$ cat src/rtl/run_detector.sv
// run_detector
//   Watches a serial bit stream and flags runs of RUN_LEN equal samples.
//   The flag can be limited to one polarity or switched off. Matches can
//   overlap (every further equal sample after a match is another match) or
//   not overlap (the count restarts after each match). Matches are counted
//   in a saturating counter.
//
// Parameters
//   RUN_LEN   : equal samples that form one match, 2..255
//   CNT_W     : width of the match counter
//
// Ports
//   clock     in   rising-edge clock for all state
//   reset     in   asynchronous active-low reset
//   x         in   serial data sample
//   x_valid   in   sample qualifier; low holds all run state
//   mode      in   00 either polarity, 01 ones only, 10 zeros only, 11 off
//   overlap   in   1 = overlapping matches, 0 = non-overlapping
//   clear     in   synchronous clear of run tracking and match counter
//   y         out  registered match flag, one cycle per match
//   y_bit     out  polarity of the run behind the latest match
//   run_len   out  current run length, saturating at 255
//   match_cnt out  matches since reset/clear, saturating at all-ones
//   dbg_state out  FSM state: 0 S_IDLE, 1 S_RUN, 2 S_HIT
//
// Handshake: x_valid is a valid-only qualifier with no back-pressure. A
// sample is consumed on every rising edge where x_valid is high and clear
// is low; clear wins over x_valid on the same edge.

module run_detector #(
    parameter int RUN_LEN = 2,
    parameter int CNT_W   = 8
) (
    input  logic             clock,
    input  logic             reset,
    input  logic             x,
    input  logic             x_valid,
    input  logic [1:0]       mode,
    input  logic             overlap,
    input  logic             clear,
    output logic             y,
    output logic             y_bit,
    output logic [7:0]       run_len,
    output logic [CNT_W-1:0] match_cnt,
    output logic [1:0]       dbg_state
);

    if (RUN_LEN < 2 || RUN_LEN > 255) begin : g_bad_run_len
        $error("run_detector: RUN_LEN must be within 2..255");
    end
    if (CNT_W < 1) begin : g_bad_cnt_w
        $error("run_detector: CNT_W must be at least 1");
    end

    typedef enum logic [1:0] {
        S_IDLE = 2'd0,
        S_RUN  = 2'd1,
        S_HIT  = 2'd2
    } state_t;

    localparam logic [7:0]       RUN_LEN_V = 8'(RUN_LEN);
    localparam logic [CNT_W-1:0] CNT_MAX   = '1;

    state_t           state, state_n;
    logic             last_bit, last_bit_n;
    logic [7:0]       run_len_n;
    logic [CNT_W-1:0] match_cnt_n;
    logic             y_n, y_bit_n;
    logic [7:0]       run_inc;
    logic             permit;

    always_ff @(posedge clock or negedge reset) begin
        if (!reset) begin
            state     <= S_IDLE;
            last_bit  <= 1'b0;
            run_len   <= 8'd0;
            match_cnt <= '0;
            y         <= 1'b0;
            y_bit     <= 1'b0;
        end else begin
            state     <= state_n;
            last_bit  <= last_bit_n;
            run_len   <= run_len_n;
            match_cnt <= match_cnt_n;
            y         <= y_n;
            y_bit     <= y_bit_n;
        end
    end

    always_comb begin
        state_n     = state;
        last_bit_n  = last_bit;
        run_len_n   = run_len;
        match_cnt_n = match_cnt;
        y_bit_n     = y_bit;

        // Run length if the current sample extends the run; sticks at 255.
        run_inc = (run_len == 8'hFF) ? 8'hFF : run_len + 8'd1;

        // Polarity filter is applied to the run's bit (equal to x here).
        case (mode)
            2'b00:   permit = 1'b1;
            2'b01:   permit = last_bit;
            2'b10:   permit = ~last_bit;
            default: permit = 1'b0;
        endcase

        if (clear) begin
            state_n     = S_IDLE;
            run_len_n   = 8'd0;
            match_cnt_n = '0;
        end else if (x_valid) begin
            if (state == S_IDLE || x != last_bit) begin
                // First sample or polarity change starts a fresh run.
                state_n    = S_RUN;
                run_len_n  = 8'd1;
                last_bit_n = x;
            end else if (run_inc >= RUN_LEN_V && permit) begin
                state_n   = S_HIT;
                // Non-overlapping: restart the count but keep the polarity,
                // so the next match needs a full RUN_LEN more samples.
                run_len_n = overlap ? run_inc : 8'd0;
                y_bit_n   = last_bit;
                if (match_cnt != CNT_MAX) begin
                    match_cnt_n = match_cnt + 1'b1;
                end
            end else begin
                state_n   = S_RUN;
                run_len_n = run_inc;
            end
        end

        // Moore flag: high only on the edge that accepts a matching sample.
        y_n = x_valid && !clear && (state_n == S_HIT);
    end

    assign dbg_state = state;

endmodule

$ cat config.mk
export PLATFORM = sky130hd
export DESIGN_NAME = run_detector
export DESIGN_NICKNAME = d
export VERILOG_FILES = /design/src/rtl/run_detector.sv
export SDC_FILE = /design/constraint.sdc
export NUM_CORES = 1
export LEC_CHECK = 0
export ABC_AREA = 1
export BUFFER_PORTS_ARGS = -buffer_cell sky130_fd_sc_hd__clkbuf_2
export CAP_MARGIN = 10
export CORE_MARGIN = 2
export CORE_UTILIZATION = 35
export CTS_CLUSTER_DIAMETER = 120
export DETAILED_ROUTE_END_ITERATION = 10
export GPL_TIMING_DRIVEN = 0
export SETUP_SLACK_MARGIN = 0.2
export SYNTH_ARGS = -nofsm -noshare
export SYNTH_HDL_FRONTEND = slang
export SYNTH_SLANG_ARGS = --single-unit
$ cat constraint.sdc
create_clock -name clock -period 3.1 [get_ports clock]
set_input_delay 0.155 -clock clock [delete_from_list [all_inputs] [get_ports clock]]
set_output_delay 0.155 -clock clock [all_outputs]
set_load 0.005 [all_outputs]
==> results.md <==
- Critical path's slowest cell: dfrtp_1
- Hold Buf Count CTS: 1
- Routed Antenna Nets: 0
- Status: finished, final reports clean
- Largest cells by area after synthesis: dfrtp_1 (40%), nand2_1 (15%), nand3_1 (8.8%)
- HPWL after DPL: 2.093 mm
- Worst reg2reg startpoint: run_len[0]$_DFFE_PN0N_
- Post-CTS setup buffers: 0
- HP Class: input pin to flip-flop
- Largest net degree at the start of global routing: 22
- Tmin final: 2030 ps
- Commonest non-fill, non-tap cell in the layout: nand2_1
- Commonest non-fill, non-tap cells in the layout: nand2_1 (51), clkbuf_2 (27), nand3_1 (23)
- Die X: 65.12 microns
- All-Layer GR Usage: 15.27%
- DR WL/cell: 11.49 microns
- Number of global-route vias before repair: 1064
- Final GP Congestion: 0.8257
- IO Pins: 28
- Gr ovfl total: 0
- Synth Warn #: 0
- Initial antenna violation count: 0
- Worst slew margin: 62.29%
- RSZ-0062 raised after global routing: false
- RR Endpoint: match_cnt[0]$_DFFE_PN0P_
- Root Buffer: clkbuf_8
- VDD IR-drop max: 201.0 uV
- Worst-Margin Slew: 565.7 ps
- Crit Path Category: flip-flop to flip-flop
- Die Y: 65.12 microns
- Synthesized area: 0.001308 sq mm
- # setup viols final: 0
- Clk_lat worst skew: 270 ps
- Max Slew Vio Count: 0
- Fin Clk Skew: 7.796 ps
- Register Area: 525.5 sq um
- Syn nets: 184
- Register bit total from synthesis: 21
- Num rows: 22
- Inserted Clock Buffers: 3
- Wirelength, routed: 2.918 mm
- CP delay by family, top: simple AND/OR/NAND/NOR gates
- Post_cts resized: 0
- Area share of the largest cell type after synthesis: 40.19%
- Critical path's largest stage delay: 490 ps
- CP startpoint kind: flip-flop
- Post-synthesis sequential area ratio: 40.19%
- PwrDens: 350.4 mW/mm^2
- Critical-path maximum fanout: 9
- Multi-input gate area: 693.2 sq um
- R2R cell count: 13
- R2r setup slk: 1070 ps
- Port Buf Inserts: 27
- Remaining DRCs: 0
- Req. time, crit path: 3260 ps
- Pre-Repair DR Iteration Count: 4
- Drt via density: 4.776
- Netlist cell types: 26
- Syn Area/Cell: 7.514 sq um
- Crit path to: match_cnt[0]$_DFFE_PN0P_
- Share of cells above drive strength 1: 24.27%
- Crit path cell chain: ha_1 -> nand3_2 -> inv_2 -> nand2_2 -> nand3_1 -> nor2_1 -> nand3_2 -> nand2_2 -> inv_4 -> nand2_8 -> nand2_4 -> nand2_1 -> nand2_1
- Drt first-iter violations: 54
- Area growth syn-to-layout: 19.23%
- Fmax: 492.7 MHz
- Hold Vio Cnt, Final: 0
- Die area: 0.004241 sq mm
- Global-route wire length before repair: 5.037 mm
- Vias post-DR: 1213
- Total Neg Setup Slack: 0 ps
- Period utilization: 65.47%
- Diode count: 0
- Core area: 0.003633 sq mm
- Post-placement cell count: 249
- Hold WS: 131.7 ps
- Met2 Use GR: 25.13%
- Worst Setup SP: run_len[0]$_DFFE_PN0N_
- Starting Density: 35.98%
- Clock Sinks: 21
- CP Capture Type: flip-flop
- Max H-tree Level: 1
- Leak: 0.8628 nW
- Synth area leader: dfrtp_1
- Final net count: 217
- Mapped Cells: 174
- Layout Cells excl Fill: 254
- Buf+Inv Stages, Crit Path: 2
- Data arrival, critical path: 2190 ps
- Most used routing layer: met2
- Met1 usage: 20.20%
- Met3 GRT Util: 4.281%
- CTS tree: built
- Clock buffer depth: 2
- Fillers: 401
- Instance count on the critical path: 13
- Post-layout util: 42.91%
- Maxcap violations: 0
- Reg clk slew, reported paths: 80 ps
==> report_power, final <==
group | internal, mW | switching, mW | leakage (nW)
sequential | 0.282 | 0.00924 | 0.287
clock | 0.0898 | 0.0973 | 0.0255
combinational | 0.0237 | 0.0442 | 0.550
total | 0.396 | 0.151 | 0.863
==> sequential cells by signal, indices dropped and copies added (netlist names) <==
name and flops:
last_bit 1, dbg_state 2, y_bit 1, run_len 8, match_cnt 8, y 1
==> worst reg2reg max path: cells and delay by family, from the launching register on <==
kind,cells,cell delay [ps]
adder cells (fa/ha/maj),1,300
buffers and inverters,2,110
flip-flops,1,490
AND/OR/NAND/NOR,10,1020
==> metrics by stage <==
step / worst slack, ps / area (sq um) / power [mW]
global route: 871.2 / 1559 / 0.5766
global placement: 1089 / 1503 / 0.3645
detailed placement: 1091 / 1503 / 0.3655
floorplan: 1352 / 1308 / 0.3362
CTS: 1061 / 1559 / 0.5569
finish: 1070 / 1559 / 0.5463
==> how the worst min path moves through the flow <==
stage               slack, ps  cells after the start  startpoint                     end
floorplan                -140                      0       reset  dbg_state[0]$_DFF_PN0_
global route              150                      3           x    last_bit$_DFFE_PN0P_
global placement          170                      1       reset  run_len[3]$_DFFE_PN0N_
detailed placement        170                      1       reset  run_len[3]$_DFFE_PN0N_
CTS                       130                      3           x    last_bit$_DFFE_PN0P_
finish                    130                      3           x    last_bit$_DFFE_PN0P_
==> Yosys cell counts <==
library cell / number
a21oi_1: 2
a31oi_4: 1
buf_6: 1
clkbuf_1: 2
dfrtp_1: 21
ha_1: 2
inv_1: 14
inv_2: 3
inv_4: 1
mux2i_1: 1
nand2_1: 51
nand2_2: 5
nand2_4: 1
nand2_8: 1
nand3_1: 23
nand3_2: 3
nand4_1: 5
nor2_1: 16
nor2_2: 3
nor3_1: 3
o21ai_0: 5
o21ai_1: 2
o22ai_1: 1
o2bb2ai_1: 1
xnor2_1: 3
xor2_1: 3
==> cell type report <==
cell class	instances	share of cell area (%)
Sequential cell	21	33.71
Multi-Input combinational cell	132	44.46
Clock buffer	3	2.648
Buffer	3	1.204
Clock inverter	1	0.3210
Tap cell	48	3.852
Inverter	18	4.494
Timing Repair Buffer	28	9.310
==> layer usage <==
layer | wire length (microns) | vias up
met3 | 142 | 2
met1 | 1364 | 556
met4 | 8 | 0
met2 | 1403 | 27
met5 | 0 | -
li1 | - | 628
==> cells by family (layout without fill, tap and decap cells) <==
group | Yosys count | in the layout | share of synthesized area [%]
compound gates | 12 | 12 | 6.220
buf+inv | 21 | 53 | 6.795
fa+ha+maj | 2 | 2 | 1.914
flops | 21 | 21 | 40.19
mux | 1 | 1 | 0.7656
xor+xnor | 6 | 6 | 4.020
simple gates | 111 | 111 | 40.10
Note: power is estimated with default switching activity, not from simulation.
